### config.mk
export PLATFORM = sky130hd
export DESIGN_NAME = junction_sequencer
export DESIGN_NICKNAME = d
export VERILOG_FILES = /design/src/rtl/junction_sequencer.sv
export SDC_FILE = /design/constraint.sdc
export NUM_CORES = 1
export LEC_CHECK = 0
export CAP_MARGIN = 20
export CORE_ASPECT_RATIO = 1.5
export CORE_MARGIN = 4
export CORE_UTILIZATION = 42
export DETAILED_ROUTE_END_ITERATION = 10
export GPL_TIMING_DRIVEN = 0
export SETUP_SLACK_MARGIN = 0.05
export SYNTH_ARGS = -nofsm -noshare
export SYNTH_HDL_FRONTEND = slang
export SYNTH_SLANG_ARGS = --single-unit
### constraint.sdc
create_clock -name clk -period 2.45 [get_ports clk]
set_input_delay 0.49 -clock clk [delete_from_list [all_inputs] [get_ports clk]]
set_output_delay 0.49 -clock clk [all_outputs]
set_load 0.02 [all_outputs]
### src/rtl/junction_sequencer.sv
// junction_sequencer
//
// Takes the drive H-bridge through a complete junction manoeuvre. It advances past the junction,
// pivots left, right or 180 degrees according to the tone-detector direction, reacquires the
// line, and then hands control back to line following. While busy, mot_l/mot_r override the
// normal drive commands.
//
// Ports:
//   clk, rst        system clock, asynchronous active-high reset
//   junction        junction detected (level); a rising edge starts a manoeuvre
//   td_en, td_dir   tone direction valid / direction (00 straight, 01 left, 10 right, 11 back)
//   line_c          centre line sensor, 1 = on line
//   abort           collision/abort request (level), brakes and returns to idle
//   busy            sequencer owns the motors
//   done, fault     one-cycle completion / pivot-timeout pulses
//   mot_l, mot_r    wheel commands: 00 brake, 01 forward, 10 reverse
//   dir_q           latched manoeuvre direction
//
// Optional feature: define JSEQ_BRAKE_SETTLE_EN to insert a 30 ms braking SETTLE phase before
// every pivot (after ADVANCE and on the BACK re-pivot).

module junction_sequencer #(
  parameter int unsigned CLK_HZ           = 50_000_000,
  parameter int unsigned ADVANCE_MS       = 200,
  parameter int unsigned MIN_PIVOT_MS     = 150,
  parameter int unsigned PIVOT_TIMEOUT_MS = 2000,
  parameter int unsigned DIR_WAIT_MS      = 500
) (
  input  logic       clk,
  input  logic       rst,
  input  logic       junction,
  input  logic       td_en,
  input  logic [1:0] td_dir,
  input  logic       line_c,
  input  logic       abort,
  output logic       busy,
  output logic       done,
  output logic       fault,
  output logic [1:0] mot_l,
  output logic [1:0] mot_r,
  output logic [1:0] dir_q
);

  localparam int unsigned TickCycles = (CLK_HZ / 1000 > 0) ? CLK_HZ / 1000 : 1;
  localparam int unsigned PscW       = (TickCycles > 1) ? $clog2(TickCycles) : 1;
  localparam int unsigned MsW        = 16;

  localparam logic [1:0] DirStraight = 2'b00;
  localparam logic [1:0] DirLeft     = 2'b01;
  localparam logic [1:0] DirBack     = 2'b11;

  localparam logic [1:0] MotBrake = 2'b00;
  localparam logic [1:0] MotFwd   = 2'b01;
  localparam logic [1:0] MotRev   = 2'b10;

`ifdef JSEQ_BRAKE_SETTLE_EN
  localparam int unsigned SettleMs = 30;

  typedef enum logic [2:0] {
    StIdle, StWaitDir, StAdvance, StPivotMin, StPivotSeek, StDone, StFault, StSettle
  } state_t;
`else
  typedef enum logic [2:0] {
    StIdle, StWaitDir, StAdvance, StPivotMin, StPivotSeek, StDone, StFault
  } state_t;
`endif

  state_t          stateQ, stateD;
  logic [PscW-1:0] pscQ;
  logic [MsW-1:0]  msQ;
  logic [1:0]      hitsQ, hitsD;
  logic [1:0]      dirQ, dirD;
  logic            junctionQ;
  logic            armedQ;
  logic            lineQ;

  logic       tick;
  logic       advanceDone, minPivotDone, seekTimeout, dirWaitDone;
  logic       start;
  logic       lineRise;
  logic [1:0] hitTarget;
  logic [1:0] hitsInc;
`ifdef JSEQ_BRAKE_SETTLE_EN
  logic       settleDone;
`endif

  // One ms tick; a phase of N ms expires on the last cycle of its N-th ms.
  assign tick         = (pscQ == PscW'(TickCycles - 1));
  assign advanceDone  = tick && (msQ == MsW'(ADVANCE_MS - 1));
  assign minPivotDone = tick && (msQ == MsW'(MIN_PIVOT_MS - 1));
  assign seekTimeout  = tick && (msQ == MsW'(PIVOT_TIMEOUT_MS - 1));
  assign dirWaitDone  = tick && (msQ == MsW'(DIR_WAIT_MS - 1));
`ifdef JSEQ_BRAKE_SETTLE_EN
  assign settleDone   = tick && (msQ == MsW'(SettleMs - 1));
`endif

  assign start     = (stateQ == StIdle) && junction && !junctionQ && armedQ && !abort;
  assign lineRise  = line_c && !lineQ;
  assign hitTarget = (dirQ == DirBack) ? 2'd2 : 2'd1;
  assign hitsInc   = hitsQ + 2'd1;

  always_comb begin
    stateD = stateQ;
    dirD   = dirQ;
    hitsD  = hitsQ;
    if (abort && (stateQ != StIdle)) begin
      stateD = StIdle;
    end else begin
      case (stateQ)
        StIdle: begin
          if (start) begin
            if (td_en) begin
              dirD   = td_dir;
              stateD = StAdvance;
            end else begin
              stateD = StWaitDir;
            end
          end
        end
        StWaitDir: begin
          // A direction arriving on the expiry cycle still wins.
          if (td_en) begin
            dirD   = td_dir;
            stateD = StAdvance;
          end else if (dirWaitDone) begin
            dirD   = DirStraight;
            stateD = StAdvance;
          end
        end
        StAdvance: begin
          if (advanceDone) begin
            if (dirQ == DirStraight) begin
              stateD = StDone;
            end else begin
              hitsD  = 2'd0;
`ifdef JSEQ_BRAKE_SETTLE_EN
              stateD = StSettle;
`else
              stateD = StPivotMin;
`endif
            end
          end
        end
        StPivotMin: begin
          if (minPivotDone) stateD = StPivotSeek;
        end
        StPivotSeek: begin
          // A hit beats a timeout in the same cycle.
          if (lineRise) begin
            hitsD = hitsInc;
            if (hitsInc >= hitTarget) begin
              stateD = StDone;
            end else begin
              // BACK: pivot blind again so the first line is cleared before the next count.
`ifdef JSEQ_BRAKE_SETTLE_EN
              stateD = StSettle;
`else
              stateD = StPivotMin;
`endif
            end
          end else if (seekTimeout) begin
            stateD = StFault;
          end
        end
`ifdef JSEQ_BRAKE_SETTLE_EN
        StSettle: begin
          if (settleDone) stateD = StPivotMin;
        end
`endif
        StDone:  stateD = StIdle;
        StFault: stateD = StIdle;
        default: stateD = StIdle;
      endcase
    end
  end

  always_ff @(posedge clk or posedge rst) begin
    if (rst) begin
      stateQ    <= StIdle;
      pscQ      <= '0;
      msQ       <= '0;
      hitsQ     <= 2'd0;
      dirQ      <= 2'b00;
      junctionQ <= 1'b0;
      armedQ    <= 1'b1;
      lineQ     <= 1'b0;
    end else begin
      stateQ    <= stateD;
      hitsQ     <= hitsD;
      dirQ      <= dirD;
      junctionQ <= junction;
      lineQ     <= line_c;
      if (start) begin
        armedQ <= 1'b0;
      end else if (!junction) begin
        armedQ <= 1'b1;
      end
      // Timebase restarts on every state entry; idle keeps it parked at zero.
      if ((stateD != stateQ) || (stateQ == StIdle)) begin
        pscQ <= '0;
        msQ  <= '0;
      end else if (tick) begin
        pscQ <= '0;
        msQ  <= msQ + MsW'(1);
      end else begin
        pscQ <= pscQ + PscW'(1);
      end
    end
  end

  always_comb begin
    busy  = (stateQ != StIdle);
    done  = (stateQ == StDone);
    fault = (stateQ == StFault);
    mot_l = MotBrake;
    mot_r = MotBrake;
    case (stateQ)
      StAdvance: begin
        mot_l = MotFwd;
        mot_r = MotFwd;
      end
      StPivotMin, StPivotSeek: begin
        if (dirQ == DirLeft) begin
          mot_l = MotRev;
          mot_r = MotFwd;
        end else begin
          mot_l = MotFwd;
          mot_r = MotRev;
        end
      end
      default: begin
        mot_l = MotBrake;
        mot_r = MotBrake;
      end
    endcase
  end

  assign dir_q = dirQ;

endmodule

==> results.json, run 1 <==
{
  "finish.net_count": 317,
  "synthesis.area_um2": 2660,
  "cp.depth": 3,
  "drt_iter0_drc": 109,
  "slew_headroom_pct": 58.8,
  "cp_top_family": "buffers and inverters",
  "max-vdd-ir-drop_mv": 0.274,
  "wl_per_cell_um": 17.5,
  "syn_avg_cell_area_um2": 9.63,
  "fin_crit_sh_pct": 94.1,
  "clockBufferDepth": 2,
  "clock_skew_ps": 9.60,
  "hold_viol_final": 0,
  "r2r-start": "pscQ[4]",
  "cts_tree": "done",
  "reg2regPathDepth": 9,
  "rrSetupSlack_ps": 150,
  "critical_path_buf_inv_count": 2,
  "overflow": 0,
  "grt_pass1_vias": 2308,
  "setup_viol": 0,
  "status": "finished, final reports clean",
  "antenna_found_initial": 0,
  "grt_first_pass_wirelength_um": 11100,
  "clk_latency_ps": 300,
  "die_x_um": 73.0,
  "dp_slack_ps": -255,
  "htreeDepth": 2,
  "required_ps": 1960,
  "fmax_mhz": 434,
  "cap_viol_max_count": 0,
  "route.detailed.drc": 0,
  "cp.arrival_ps": 1820,
  "finalMaxSlewViolations": 0,
  "cp-start-kind": "register",
  "hold_slack_ps": 477,
  "numCtsBuffers": 5,
  "min_path_type": "in2async",
  "clkSlewWorstSetupHoldPaths_ps": 80,
  "cts_hold_buf": 0,
  "start_util_pct": 43.3,
  "syn_inst": 276,
  "die_area_um2": 7690,
  "core-area_um2": 6130,
  "ys_types": 55,
  "yosysSeqAreaShare_pct": 39.6,
  "max_stage_delay_ps": 540,
  "die-height_um": 105,
  "vias": 2191,
  "grt_max_degree": 31,
  "slowest_stage": "clkdlybuf4s50_1",
  "p_per_area_nw_per_um2": 598,
  "dp_hpwl_um": 4660,
  "clock-root-buffer": "clkbuf_8",
  "cp_cell_sequence": "clkbuf_4, or3_1, clkdlybuf4s50_1",
  "dr.pass1.iters": 4,
  "tightest_slew_ps": 611,
  "path_max_fanout": 10,
  "ys_seq_elements": 42,
  "port_buffers": 15,
  "period_needed_ps": 2310,
  "wl_um": 6620,
  "synthFlopType": "dfrtp_1",
  "track_usage_pct": 18.3,
  "row_count": 35,
  "syn2layout_area_growth_pct": 19.1,
  "place.gp.congestion": 0.806,
  "synth_edf_count": 0,
  "io_pins": 17,
  "cp-end-kind": "output port",
  "synth_nets": 289,
  "yosysWarningCount": 0,
  "p_leak_nw": 1.24,
  "async_reset_ff_share_pct": 100,
  "diodes": 0,
  "layout-drive-gt1-share_pct": 20.3,
  "worstSetupPathType": "reg2out",
  "antenna_left": 0,
  "cts_sinks": 42,
  "vias_per_cell": 5.78,
  "r2r_end": "msQ[3]",
  "fin_ws_ps": 145
}
logic make-up (layout without fill, tap and decap cells):
logic type / Yosys count / count (layout) / share of synthesized area [%]
and+or+nand+nor: 150 / 150 / 34.8
DFF: 42 / 42 / 39.6
xor gates and xnor gates: 30 / 30 / 9.89
AOI/OAI and AO/OA: 27 / 27 / 8.05
buffers and inverters: 19 / 48 / 4.14
adders and majority gates: 5 / 5 / 2.35
muxes: 3 / 3 / 1.18
state kept, by name, summed over array words and instances, names as in the netlist:
| register | count |
|---|---|
| lineQ | 1 |
| stateQ | 3 |
| junctionQ | 1 |
| msQ | 16 |
| armedQ | 1 |
| pscQ | 16 |
| hitsQ | 2 |
| dir_q | 2 |
what timing repair did:
item / CTS / global route
setup buffers: 3 / 4
endpoints found under the setup margin: 38 / 38
pin swaps: 3 / 7
gates resized for setup: 10 / 18
final cells by class:
| cell class | count | area [µm²] |
|---|---|---|
| Multi-Input combinational cell | 215 | 1610 |
| Timing Repair Buffer | 23 | 218 |
| Fill cell | 582 | 2970 |
| Inverter | 7 | 26.3 |
| Buffer | 10 | 78.8 |
| Tap cell | 74 | 92.6 |
| Clock buffer | 8 | 80.1 |
| Sequential cell | 42 | 1050 |
synth_stat cells (4+ instances only):
| cell type | count | area (µm²) |
|---|---|---|
| nand2_1 | 25 | 93.8 |
| and4_1 | 4 | 35.0 |
| nand3_1 | 8 | 40.0 |
| nor3_1 | 25 | 125 |
| o21ai_0 | 5 | 25.0 |
| nor2_1 | 18 | 67.6 |
| nor4_1 | 16 | 100 |
| nor3_2 | 6 | 60.1 |
| inv_1 | 7 | 26.3 |
| nand4_1 | 10 | 62.6 |
| xnor2_1 | 16 | 140 |
| dfrtp_1 | 41 | 1030 |
| xor2_1 | 14 | 123 |
| a21oi_1 | 8 | 40.0 |
| ha_1 | 5 | 62.6 |
| nor2b_1 | 4 | 25.0 |
| nand2b_1 | 5 | 31.3 |
routing by layer:
metal	up-vias	global-route usage, %	wire length (µm)
met2	41	33.2	3520
li1	1062	-	-
met3	19	2.67	166
met1	1069	20.7	2700
met5	-	0	0
met4	0	7.39	227
where the power goes:
part	internal, mW	switching, mW	total [mW]
clock network	0.203	0.228	0.431
registers	0.739	0.0424	0.782
logic	0.281	0.400	0.681
total	1.22	0.671	1.89
worst max path at each step:
stage / startpoint / to / slack [ps]
finish: stateQ[1] / busy / 140
global placement: line_c / pscQ[9] / -200
CTS: line_c / pscQ[8] / 30
detailed placement: line_c / pscQ[8] / -250
floorplan: dir_q[0] / msQ[6] / 310
global route: pscQ[4] / pscQ[13] / -160
cell usage in the layout (no fill, tap or decap), drive strengths merged, types with 2 or more instances in the layout:
| master | netlist | final |
|---|---|---|
| nor3 | 31 | 31 |
| dfrtp | 41 | 41 |
| xor2 | 14 | 14 |
| mux2i | 2 | 2 |
| o31ai | 2 | 2 |
| nand2b | 5 | 5 |
| or2 | 2 | 2 |
| clkdlybuf4s50 | 0 | 11 |
| buf | 9 | 17 |
| and4 | 5 | 5 |
| dlygate4sd2 | 0 | 4 |
| nor2 | 19 | 19 |
| and3 | 4 | 4 |
| nor2b | 4 | 4 |
| and2 | 2 | 2 |
| nand4 | 11 | 11 |
| nand3 | 8 | 8 |
| nor4 | 17 | 17 |
| nor4bb | 2 | 2 |
| and4b | 3 | 3 |
| nor4b | 5 | 5 |
| nor3b | 2 | 2 |
| nand2 | 25 | 25 |
| a21oi | 8 | 8 |
| o21ai | 5 | 5 |
| inv | 7 | 7 |
| and3b | 2 | 2 |
| clkbuf | 3 | 9 |
| ha | 5 | 5 |
| xnor2 | 16 | 16 |
per-stage QoR:
stage                     power, mW  setup TNS [ps]  instances  utilization [%]  area (µm²)
after floorplan                1.22               0        276                -        2660
after global placement         1.43           -4150        365             47.3        2900
after detailed placement       1.44           -4310        366             47.6        2920
after CTS                      1.87               0        377             49.6        3040
after global routing           2.01           -4110        379             51.6        3160
final                          1.89               0        379             51.6        3160
Note: power is estimated with default switching activity, not from simulation.
==> inputs of run 2 (changes only) <==
--- a/config.mk
+++ b/config.mk
@@ -9,7 +9,9 @@
 export CORE_ASPECT_RATIO = 1.5
 export CORE_MARGIN = 4
 export CORE_UTILIZATION = 42
+export CTS_CLUSTER_SIZE = 14
 export DETAILED_ROUTE_END_ITERATION = 10
+export GPL_ROUTABILITY_DRIVEN = 0
 export GPL_TIMING_DRIVEN = 0
 export SETUP_SLACK_MARGIN = 0.05
 export SYNTH_ARGS = -nofsm -noshare
==> results of run 2 <==
Same layout as run 1: the final DEF is identical, and so are final timing and power.
==> inputs of run 3 (changes only) <==
--- a/config.mk
+++ b/config.mk
@@ -9,8 +9,10 @@
 export CORE_ASPECT_RATIO = 1.5
 export CORE_MARGIN = 4
 export CORE_UTILIZATION = 42
+export CTS_BUF_LIST = sky130_fd_sc_hd__clkbuf_2 sky130_fd_sc_hd__clkbuf_4 sky130_fd_sc_hd__clkbuf_8
 export CTS_CLUSTER_SIZE = 14
 export DETAILED_ROUTE_END_ITERATION = 10
+export DONT_BUFFER_PORTS = 1
 export GPL_ROUTABILITY_DRIVEN = 0
 export GPL_TIMING_DRIVEN = 0
 export SETUP_SLACK_MARGIN = 0.05
==> run 3 against run 2 <==
Effect of this change:
- first-iteration DRC count down 7.3%
- critical path depth is 7 higher
- setup slack lost 69 ps
- clock power grew 11%
- critical endpoint is now pscQ[8]
- largest cell class unchanged
- clock skew down 2.3 ps
- register-to-register slack got worse by 70 ps
- flip-flop and latch count stayed put
- combinational power fell by 18%
==> results.json, run 3 (synthesized netlist as in run 1, its figures left out) <==
{
  "p_int_mw": 1.18,
  "vias_per_cell": 5.87,
  "startpoint": "dir_q[0]",
  "die_x_um": 73.0,
  "core-area_um2": 6130,
  "die_area_um2": 7690,
  "busiest_layer": "met2",
  "syn2layout_area_growth_pct": 12.2,
  "worstSetupPathType": "reg2reg",
  "rsz0062_at_grt": "yes",
  "wl_um": 6230,
  "wl_per_cell_um": 17.2,
  "cts_sinks": 42,
  "layout-drive-gt1-share_pct": 21.2,
  "max-vdd-ir-drop_mv": 0.235,
  "grt_first_pass_wirelength_um": 10500,
  "drt_iter0_drc": 101,
  "cts_tree": "done",
  "hold_viol_final": 0,
  "seq_power_share_pct": 43.7,
  "cap_viol_max_count": 0,
  "setup_tns_ps": 0,
  "port_buffers": 0,
  "grtUsageMet3_pct": 2.39,
  "multi_input_area_um2": 1590,
  "overflow": 0,
  "dp.cells": 351,
  "start_util_pct": 43.3,
  "final_util_pct": 48.6,
  "power.switching_mw": 0.660,
  "cp-end-kind": "register",
  "finalMaxSlewViolations": 0,
  "place_area_um2": 2770,
  "clock-root-buffer": "clkbuf_8",
  "fmax_mhz": 421,
  "io_pins": 17,
  "required_ps": 2610,
  "path_max_fanout": 10,
  "reg2regPathDepth": 10,
  "final_cell_area_um2": 2980,
  "reg.largest.list": "msQ x16, pscQ x16, stateQ x3",
  "cts_hold_buf": 0,
  "route.detailed.drc": 0,
  "clkSlewWorstSetupHoldPaths_ps": 80,
  "finish.net_count": 300,
  "swShare_pct": 35.8,
  "antenna_found_initial": 0,
  "power_frac_comb_pct": 30.3,
  "met2_usage_pct": 30.7,
  "min_path_type": "in2async",
  "p_leak_nw": 1.16,
  "cp-start-kind": "register",
  "r2r_end": "pscQ[8]",
  "slew_headroom_pct": 59.3,
  "die-height_um": 105,
  "grt_pass1_vias": 2201,
  "register_area_um2": 1050,
  "rrSetupSlack_ps": 80,
  "cp.arrival_ps": 2540,
  "met1_usage_pct": 19.8,
  "track_usage_pct": 17.4,
  "critPathCapture": "pscQ[8]",
  "fin_crit_sh_pct": 96.9,
  "tightest_slew_ps": 604,
  "layout_commonest_cell": "dfrtp_1",
  "period_needed_ps": 2370,
  "numCtsBuffers": 5,
  "clk_latency_ps": 300,
  "r2r-start": "dir_q[0]",
  "nFillCells": 583,
  "vias": 2126,
  "antenna_left": 0,
  "row_count": 35,
  "setup_viol": 0,
  "dr.pass1.iters": 4,
  "diodes": 0,
  "p_per_area_nw_per_um2": 618,
  "pwr-share-clk_pct": 26.0,
  "status": "finished, final reports clean",
  "clockBufferDepth": 2,
  "htreeDepth": 2,
  "finalNonFillerCells": 362,
  "final_cell_mix": "dfrtp_1, nor3_1, nand2_1, nor2_1, xnor2_1",
  "hold_slack_ps": 22.4,
  "grt_max_degree": 30,
  "clock_skew_ps": 7.34,
  "dp_hpwl_um": 4600
}
run 3: changes by cell type in the layout (fill, tap and decap cells not counted), moves of 2 or more:
cell	previous run	this run
clkdlybuf4s50_1	11	0
buf_4	10	6
nor4_1	9	11
dlygate4sd2_1	4	0
run 3: layer usage:
metal  vias up  share of wire, %  wire length (µm)
li1       1025                 -                 -
met5         -                 0                 0
met3        21               2.6               164
met4         0               3.5               221
met2        44                54              3370
met1      1036                40              2470
run 3: per-stage QoR:
stage	power, mW	setup WS, ps
4_1_cts	1.84	52.0
2_1_floorplan	1.22	308
5_1_grt	1.94	-1.00
6_report	1.84	76.1
3_3_place_gp	1.34	-147
3_5_place_dp	1.35	-88.0
run 3: layout make-up:
type	count	share of cell area (%)
Clock buffer	7	3.02
Tap cell	74	3.11
Buffer	12	2.81
Inverter	7	0.881
Timing Repair Buffer	4	1.43
Multi-Input combinational cell	215	53.2
Clock inverter	1	0.168
Sequential cell	42	35.4
run 3: worst max-delay path, stage by stage (launching register included):
cell and delay, ps:
dfrtp_2 480, nand2_1 110, ha_1 280, nand2b_1 140, a211o_1 350, and4b_1 210, o21a_1 200, o211ai_2 70
buf_4 180, buf_6 150, nor4_1 60
run 3: power groups by stage:
stage | Combinational (mW) | Clock, mW | Sequential [mW]
6_report | 0.559 | 0.479 | 0.806
5_1_grt | 0.608 | 0.523 | 0.814
4_1_cts | 0.537 | 0.498 | 0.806
3_5_place_dp | 0.532 | 0 | 0.816
3_3_place_gp | 0.523 | 0 | 0.814
2_1_floorplan | 0.420 | 0 | 0.803
run 3: how the worst min path moves through the flow:
stage,startpoint,to,cells after the start
6_report,rst,pscQ[3],1
2_1_floorplan,pscQ[0],pscQ[0],1
3_5_place_dp,rst,pscQ[0],1
5_1_grt,rst,pscQ[1],1
3_3_place_gp,pscQ[0],pscQ[0],1
4_1_cts,rst,pscQ[2],1
run 3: timing repair:
item                       4_1_cts  5_1_grt
pin swaps                        1        5
buffers inserted                 1        2
hold endpoints to repair         0        0
gates resized for setup          8       12
setup endpoints to repair       34       36
